==> src/rtl/fifo_axis_reader_if.sv <==
// Signal bundle between the FIFO read port, the drain engine and the AXI4-Stream sink.
`timescale 1ns/1ps
interface fifo_axis_reader_if #(
    parameter int DATA_WIDTH = 8
);
    logic                  i_enable;
    logic                  o_rd_en;
    logic [DATA_WIDTH-1:0] i_rd_data;
    logic                  i_rd_valid;
    logic                  i_empty;
    logic [DATA_WIDTH-1:0] o_m_axis_tdata;
    logic                  o_m_axis_tvalid;
    logic                  o_m_axis_tlast;
    logic                  i_m_axis_tready;
    logic                  o_pkt_done;
    logic                  o_overflow;

    modport master (
        input  i_enable,
        output o_rd_en,
        input  i_rd_data,
        input  i_rd_valid,
        input  i_empty,
        output o_m_axis_tdata,
        output o_m_axis_tvalid,
        output o_m_axis_tlast,
        input  i_m_axis_tready,
        output o_pkt_done,
        output o_overflow
    );

    modport slave (
        output i_enable,
        input  o_rd_en,
        output i_rd_data,
        output i_rd_valid,
        output i_empty,
        input  o_m_axis_tdata,
        input  o_m_axis_tvalid,
        input  o_m_axis_tlast,
        output i_m_axis_tready,
        input  o_pkt_done,
        input  o_overflow
    );
endinterface

==> src/rtl/fifo_axis_reader.sv <==
// FIFO read-side drain engine: absorbs the registered FIFO read latency in a
// 2-entry skid buffer and emits an AXI4-Stream with tlast every PACKET_LEN beats.
`timescale 1ns/1ps
module fifo_axis_reader #(
    parameter int DATA_WIDTH = 8,
    parameter int PACKET_LEN = 16
) (
    input  logic               i_clk,
    input  logic               i_s_rst,
    fifo_axis_reader_if.master bus
);
    localparam int BW = $clog2(PACKET_LEN + 1);
    localparam logic [BW-1:0] LAST_BEAT = BW'(PACKET_LEN - 1);

    logic [1:0]            occ;
    logic                  inflight;
    logic [DATA_WIDTH-1:0] head;
    logic [DATA_WIDTH-1:0] tail;
    logic [BW-1:0]         beat;
    logic                  pkt_done;
    logic                  overflow;

    logic       tvalid;
    logic       tlast;
    logic       pop;
    logic       push;
    logic       rd_en;
    logic [2:0] pending;

    always_comb begin
        tvalid  = (occ != 2'd0);
        tlast   = tvalid & (beat == LAST_BEAT);
        pop     = tvalid & bus.i_m_axis_tready;
        push    = bus.i_rd_valid & ~i_s_rst;
        // Words buffered plus the one in flight, minus the one leaving now.
        pending = {1'b0, occ} + {2'b00, inflight} - {2'b00, pop};
        rd_en   = ~i_s_rst & bus.i_enable & ~bus.i_empty & (pending < 3'd2);
    end

    always_ff @(posedge i_clk) begin
        if (i_s_rst) begin
            occ      <= '0;
            inflight <= 1'b0;
            head     <= '0;
            tail     <= '0;
            beat     <= '0;
            pkt_done <= 1'b0;
            overflow <= 1'b0;
        end else begin
            inflight <= rd_en;
            pkt_done <= pop & tlast;
            if (pop) begin
                beat <= tlast ? '0 : beat + BW'(1);
            end

            if (push && !pop) begin
                case (occ)
                    2'd0: begin
                        head <= bus.i_rd_data;
                        occ  <= 2'd1;
                    end
                    2'd1: begin
                        tail <= bus.i_rd_data;
                        occ  <= 2'd2;
                    end
                    default: overflow <= 1'b1;
                endcase
            end else if (!push && pop) begin
                head <= tail;
                occ  <= occ - 2'd1;
            end else if (push && pop) begin
                // Occupancy holds; the next-oldest word moves to the head.
                if (occ == 2'd2) begin
                    head <= tail;
                    tail <= bus.i_rd_data;
                end else begin
                    head <= bus.i_rd_data;
                end
            end
        end
    end

    assign bus.o_rd_en         = rd_en;
    assign bus.o_m_axis_tdata  = head;
    assign bus.o_m_axis_tvalid = tvalid;
    assign bus.o_m_axis_tlast  = tlast;
    assign bus.o_pkt_done      = pkt_done;
    assign bus.o_overflow      = overflow;
endmodule

==> src/flat_wrapper.sv <==
// flat-port wrapper written by rule: the top's interface ports become plain ports
module fifo_axis_reader_flat 
#(
    parameter int DATA_WIDTH = 8,
    parameter int PACKET_LEN = 16
)
  (i_clk, i_s_rst, bus_i_enable, bus_o_rd_en, bus_i_rd_data, bus_i_rd_valid, bus_i_empty, bus_o_m_axis_tdata, bus_o_m_axis_tvalid, bus_o_m_axis_tlast, bus_i_m_axis_tready, bus_o_pkt_done, bus_o_overflow);
  fifo_axis_reader_if #(.DATA_WIDTH(DATA_WIDTH)) bus_i ();
  input  logic i_clk;
  input  logic i_s_rst;
  input wire logic [$bits(bus_i.i_enable)-1:0] bus_i_enable;
  output wire logic [$bits(bus_i.o_rd_en)-1:0] bus_o_rd_en;
  input wire logic [$bits(bus_i.i_rd_data)-1:0] bus_i_rd_data;
  input wire logic [$bits(bus_i.i_rd_valid)-1:0] bus_i_rd_valid;
  input wire logic [$bits(bus_i.i_empty)-1:0] bus_i_empty;
  output wire logic [$bits(bus_i.o_m_axis_tdata)-1:0] bus_o_m_axis_tdata;
  output wire logic [$bits(bus_i.o_m_axis_tvalid)-1:0] bus_o_m_axis_tvalid;
  output wire logic [$bits(bus_i.o_m_axis_tlast)-1:0] bus_o_m_axis_tlast;
  input wire logic [$bits(bus_i.i_m_axis_tready)-1:0] bus_i_m_axis_tready;
  output wire logic [$bits(bus_i.o_pkt_done)-1:0] bus_o_pkt_done;
  output wire logic [$bits(bus_i.o_overflow)-1:0] bus_o_overflow;
  assign bus_i.i_enable = bus_i_enable;
  assign bus_o_rd_en = bus_i.o_rd_en;
  assign bus_i.i_rd_data = bus_i_rd_data;
  assign bus_i.i_rd_valid = bus_i_rd_valid;
  assign bus_i.i_empty = bus_i_empty;
  assign bus_o_m_axis_tdata = bus_i.o_m_axis_tdata;
  assign bus_o_m_axis_tvalid = bus_i.o_m_axis_tvalid;
  assign bus_o_m_axis_tlast = bus_i.o_m_axis_tlast;
  assign bus_i.i_m_axis_tready = bus_i_m_axis_tready;
  assign bus_o_pkt_done = bus_i.o_pkt_done;
  assign bus_o_overflow = bus_i.o_overflow;
  fifo_axis_reader #(.DATA_WIDTH(DATA_WIDTH), .PACKET_LEN(PACKET_LEN)) u_core (.i_clk(i_clk), .i_s_rst(i_s_rst), .bus(bus_i));
endmodule
==> config.mk <==
export PLATFORM = sky130hd
export DESIGN_NAME = fifo_axis_reader_flat
export DESIGN_NICKNAME = d
export VERILOG_FILES = /design/src/rtl/fifo_axis_reader_if.sv /design/src/rtl/fifo_axis_reader.sv /design/src/flat_wrapper.sv
export SDC_FILE = /design/constraint.sdc
export NUM_CORES = 1
export LEC_CHECK = 0
export CAP_MARGIN = 25
export CORE_ASPECT_RATIO = 1.1
export CORE_MARGIN = 5
export CORE_UTILIZATION = 54
export DETAILED_ROUTE_END_ITERATION = 10
export GPL_ROUTABILITY_DRIVEN = 1
export HOLD_SLACK_MARGIN = 0.15
export PLACE_DENSITY = 0.92
export SETUP_SLACK_MARGIN = 0.05
export SYNTH_ARGS = -nofsm -noshare
export SYNTH_HDL_FRONTEND = slang
export SYNTH_SLANG_ARGS = --single-unit
==> constraint.sdc <==
create_clock -name i_clk -period 4.21 [get_ports i_clk]
set_input_delay 0.842 -clock i_clk [delete_from_list [all_inputs] [get_ports i_clk]]
set_output_delay 0.842 -clock i_clk [all_outputs]
set_load 0.03 [all_outputs]
==> flow_metrics.py <==
metrics = {
    "outcome": {
        "status": "finished, final reports clean",
    },
    "power_and_ir_drop": {
        "pwr-share-comb": 0.387,
        "intPower_w": 0.000510,
        "powerDensity_mw_per_mm2": 464,
        "switching_share": 0.341,
        "ir_worst_vdd_uv": 380,
        "p_switching_w": 0.000263,
        "p_clk_frac": 0.221,
        "power_w": 0.000773,
        "p_leak_nw": 0.734,
        "seqPwrFrac": 0.392,
    },
    "clock_tree": {
        "tritoncts": "built",
        "numCtsBuffers": 3,
        "htreeDepth": 1,
        "clock_path_buffers": 2,
        "clock_insertion_delay_worst_skew_ns": 0.32,
        "cts_root_buf": "clkbuf_4",
        "clock_sinks": 26,
        "path_clk_slew_ns": 0.14,
        "cts_hold_buf": 0,
    },
    "cells_and_area": {
        "area_delta_synth_final_pct": 21.9,
        "drive_above_1_share": 0.142,
        "multi_input_area_um2": 762,
        "seqCellArea_um2": 520,
        "antenna_cells": 0,
        "layout.nets": 177,
        "fill_cells": 187,
    },
    "sta": {
        "rsz0062_at_grt": "false",
        "drv_slew": 0,
        "clock-skew-final_ns": 0.00199,
        "worst_slew_pin_slew_ns": 0.458,
        "fmax_mhz": 270,
        "hold_viol": 0,
        "relSlewSlack": 0.693,
        "fin_hold_ws_ns": 0.451,
        "fin_crit_sh": 0.880,
        "setup_slack_ns": 0.507,
        "tns_ns": 0,
        "setup_viol": 0,
        "fin_crit_ns": 3.70,
    },
    "critical_path": {
        "path_max_fanout": 8,
        "cp-end-kind": "output pin",
        "setup.worst_path.start_class": "primary input",
        "path_class": "in -> out",
        "cp.arrival_ns": 2.86,
        "critPathTopFamily": "buffers and inverters",
        "crit_path_cell_trace": "clkdlybuf4s50_1 > nand2b_4 > nor2_1 > o21ai_0 > fa_1 > nand4bb_1 > nor2_1 > dlymetal6s2s_1",
        "crit_slowest_cell": "clkdlybuf4s50_1",
        "crit_top_cell": "nor2_1",
        "cp.required_ns": 3.37,
        "max_stage_delay_ns": 0.53,
        "cp_num_buf_inv": 2,
    },
    "logic_synthesis": {
        "synth_area_mm2": 0.00137,
        "ys_dominant_reg_cell": "dfxtp_1",
        "ys_warn_count": 0,
        "synth_top_area_frac": 0.381,
        "yosysTopAreaCell": "dfxtp_1",
        "syn_inst": 131,
        "postSynthAreaPerCell_um2": 10.4,
        "synth_area_leaders": "dfxtp_1 (38%), mux2_4 (8.8%), mux2i_1 (5.9%)",
        "synth-edff-count": 0,
        "ys_ff_latch": 26,
        "synth_nets": 152,
        "ys_types": 37,
        "async_reset_ff_frac": 0,
        "seq_area_frac_synth": 0.381,
    },
    "detailed_routing": {
        "first_iter_violations": 26,
        "wl_per_cell_um": 14.9,
        "wirelength_um": 2770,
        "vias": 1023,
        "viasPerCell": 5.50,
        "drtPass1Iterations": 4,
        "drc": 0,
        "antenna_left": 0,
    },
    "die": {
        "die_area_mm2": 0.00364,
        "start_util": 0.553,
        "pin_count": 27,
        "die_h_um": 62.8,
        "core.rowCount": 19,
        "coreArea_mm2": 0.00247,
        "dieWidth_um": 58.0,
    },
    "grt": {
        "grt_pass1_vias": 1092,
        "grt_start_max_net_pins": 28,
        "grt_overflow": 0,
        "antenna_found_initial": 0,
        "grt_use_total": 0.164,
        "grt_pass1_wl_um": 4710,
    },
    "placement": {
        "pre_cts_ws_ns": 0.121,
        "io_buffers": 26,
        "hpwlAfterDp_um": 2030,
        "gp_congestion": 0.856,
    },
    "flow_run": {
        "drv_cap": 0,
    },
    "min_path": {
        "hp-class": "reg -> reg",
    },
}
[routing by layer]
metal	wire, um	track usage	up-vias	part of all wire
li1	-	-	514	-
met1	1270	0.196	484	0.46
met2	1360	0.277	21	0.49
met3	116	0.0372	4	0.042
met4	27	0.0638	0	0.0097
met5	0	0	-	0
[power groups by stage]
stage	sequential (W)	combinational (W)	clock (W)
3_5_place_dp	0.000308	0.000298	0
2_1_floorplan	0.000339	0.000191	0
3_3_place_gp	0.000306	0.000288	0
5_1_grt	0.000307	0.000323	0.000182
6_report	0.000303	0.000299	0.000171
4_1_cts	0.000302	0.000301	0.000173
[flip-flops by register name, indices dropped and copies added, names as in the netlist]
| register | count |
|---|---|
| u_core.beat | 5 |
| u_core.bus.o_m_axis_tdata | 8 |
| u_core.occ | 2 |
| u_core.bus.o_overflow | 1 |
| u_core.bus.o_pkt_done | 1 |
| u_core.inflight | 1 |
| u_core.tail | 8 |
[cells by family after synthesis]
| group | count (synthesis) | share of synthesized area |
|---|---|---|
| flip-flops | 26 | 0.381 |
| XOR/XNOR | 2 | 0.0128 |
| AND/OR/NAND/NOR | 46 | 0.207 |
| multiplexers | 16 | 0.147 |
| buffers and inverters | 12 | 0.0613 |
| adder cells (fa/ha/maj) | 7 | 0.0696 |
| AO/OA/AOI/OAI | 22 | 0.122 |
[Yosys cell counts, types with 2 or more instances]
library cell,n
nor2b_1,10
o21ai_0,3
dfxtp_1,26
xor2_1,2
inv_1,3
nand3_1,2
buf_6,2
a211oi_1,8
a21oi_1,5
nor2_1,8
nor3_1,9
mux2_4,8
buf_2,3
ha_1,6
nand3b_1,2
nand2b_4,2
and3b_1,2
mux2i_1,8
nand2_1,4
[stage by stage]
step	cell area (um^2)	cells	util
2_1_floorplan	1370	131	-
3_3_place_gp	1610	182	0.651
3_5_place_dp	1610	182	0.651
4_1_cts	1660	186	0.673
5_1_grt	1670	186	0.674
6_report	1670	186	0.674
[layout make-up]
| cell class | instances | share of cell area |
|---|---|---|
| Sequential cell | 26 | 0.313 |
| Clock buffer | 3 | 0.0135 |
| Timing Repair Buffer | 27 | 0.162 |
| Inverter | 5 | 0.0128 |
| Clock inverter | 1 | 0.0180 |
| Multi-Input combinational cell | 93 | 0.458 |
| Tap cell | 31 | 0.0233 |
[timing repair]
item | in CTS | in global routing
endpoints found under the setup margin | 0 | 1
buffers inserted | 0 | 0
gates resized for setup | 0 | 1
[worst paths after layout]
check,slack (ns),to,from,cells after the start
setup / recovery,0.51,bus_o_rd_en,bus_i_m_axis_tready,8
hold / removal,0.45,u_core.bus.o_pkt_done$_SDFF_PP0_,u_core.beat[4]$_SDFFE_PP0P_,1
setup reg to reg,1.84,u_core.tail[7]$_SDFFE_PP0P_,u_core.occ[0]$_SDFFE_PP0P_,7
hold reg to reg,0.45,u_core.bus.o_pkt_done$_SDFF_PP0_,u_core.beat[4]$_SDFFE_PP0P_,1
[cells in the final DEF, fill, tap and decap left out, types with 2 or more instances in the layout]
master           instances
nand3b_1                 2
a21oi_1                  5
o21ai_0                  3
inv_1                    3
ha_1                     6
mux2i_1                  8
nand2b_4                 2
xor2_1                   2
nand2_1                  4
nor2_1                   8
nand3_1                  2
and3b_1                  2
clkdlybuf4s50_1         25
clkbuf_4                 3
a211oi_1                 8
mux2_4                   8
nor2b_1                 10
nor3_1                   9
dfxtp_1                 26
Note: power is estimated with default switching activity, not from simulation.
==> RTL change (same settings) <==
One comparison of `beat` changes from == to >=.
--- a/src/rtl/fifo_axis_reader.sv
+++ b/src/rtl/fifo_axis_reader.sv
@@ -30,5 +30,5 @@
     always_comb begin
         tvalid  = (occ != 2'd0);
-        tlast   = tvalid & (beat == LAST_BEAT);
+        tlast   = tvalid & (beat >= LAST_BEAT);
         pop     = tvalid & bus.i_m_axis_tready;
         push    = bus.i_rd_valid & ~i_s_rst;
Behaviour: same outputs for any inputs over 10 cycles, from zero or initial values and one cycle with i_s_rst high; that may be too few to reach the edited logic, so the function may still have changed.
==> RTL change against the original RTL <==
  * Synthesized area rose by 7.9%
  * Count of clock-buffer cells in the layout stayed put
  * Highest routed layer unchanged
  * Critical path type unchanged
  * Register-to-register slack worse by 0.23 ns
  * Combinational power is 6% higher
  * First-iteration DRC count up 54%
  * Sequential cell count did not move
  * Power grew 3.3%
  * Routed wire length is 10% higher
  * Cell area up 5.9%
  * Largest power group is now combinational logic
  * Setup slack worse by 0.029 ns
==> RTL change: results (changes against the original RTL) <==
TritonCTS buffer count=3 (unchanged); mux contribution to synthesized area=0.143 (-0.00391); Leak Pwr=0.741 nW (+0.95%); total track usage=0.174 (+0.0108); DP HPWL=2.24 mm (+10%); post-synthesis sequential area ratio=0.353 (-0.0278); post-synth cell types=42 (+14%); Total Wirelength=3.06 mm (+10%); Post-Synth XOR/XNOR Area=0.00594 (-0.00688); # fillers=204 (+9.1%); DRT iter0 DRCs=40 (+54%); largest cells by area after synthesis=dfxtp_1 35%, mux2_4 8.1%, ha_1 6.8%, mux2i_1 6.1%, nor3_2 4.8%; Layout Nets=186 (+5.1%); postcts setup bufs=0 (unchanged); first-pass GRT wire length=5.37 mm (+14%); number of global-route vias before repair=1200 (+9.9%); Critical Path AT=2.89 ns (+0.03 ns); DR vias=1106 (+8.1%); Post-synth top cells=26 x dfxtp_1, 10 x nor2b_1, 9 x mux2i_1; Slew Limit Headroom=0.676 (-0.0175); share of post-route cells with drive strength above 1=0.191 (+0.0494); HP Start=u_core.bus.o_overflow; outcome=finished clean; post_cts resized=0 (unchanged); crit path max fanout=12 (+4); PortBufs=26 (unchanged); GP Congestion=0.841 (-1.7%); adder-cell share of the synthesized area=0.0815 (+0.0119)
[RTL change: per-stage QoR]
step | power, mW | instances | util | area (µm²) | worst slack (ns)
after CTS | 0.802 | 193 | 0.687 | 1760 | 0.481
final | 0.798 | 193 | 0.687 | 1760 | 0.478
after detailed placement | 0.628 | 189 | 0.667 | 1710 | 0.485
after global placement | 0.615 | 189 | 0.667 | 1710 | 0.513
after floorplan | 0.553 | 137 | - | 1470 | 0.722
after global routing | 0.844 | 193 | 0.687 | 1760 | 0.319
[RTL change: power breakdown]
group	total, mW	switching (mW)	internal, mW
combinational	0.317	0.173	0.145
sequential	0.307	0.0281	0.279
clock	0.174	0.0772	0.0964
total	0.798	0.278	0.520
[RTL change: area by class of cell]
cell class,count,area share
sequential,26,0.295
clock inverter,1,0.0170
clock buffer,3,0.0128
tap,31,0.0220
multi-input combinational,98,0.483
inverter,6,0.0156
timing repair buffer,28,0.155
[RTL change: critical path, cell delays in order]
cell and delay, ns:
clkdlybuf4s50_1 0.47, nand2b_1 0.13, inv_6 0.16, ha_1 0.24, nand2b_1 0.15, fa_1 0.49
nand4bb_1 0.13, nor2_1 0.12, buf_4 0.16
[RTL change: final timing paths]
kind	end	slack, ns	cells past startpoint
worst min register to register	u_core.bus.o_overflow	0.51	2
worst max register to register	u_core.tail[6]	1.61	8
worst max-delay path	bus_o_rd_en	0.48	9
worst min-delay path	u_core.bus.o_overflow	0.51	2
[RTL change: kinds of logic after synthesis]
family / Yosys count
compound gates: 24
xor+xnor: 1
fa+ha+maj: 9
buf+inv: 13
flops: 26
mux: 17
simple gates: 47
[RTL change: per-layer routing]
metal  global-route usage  wire length, µm
met1                0.204             1300
met2                0.309             1610
met3               0.0417              122
met4               0.0499               34
met5                    0                0
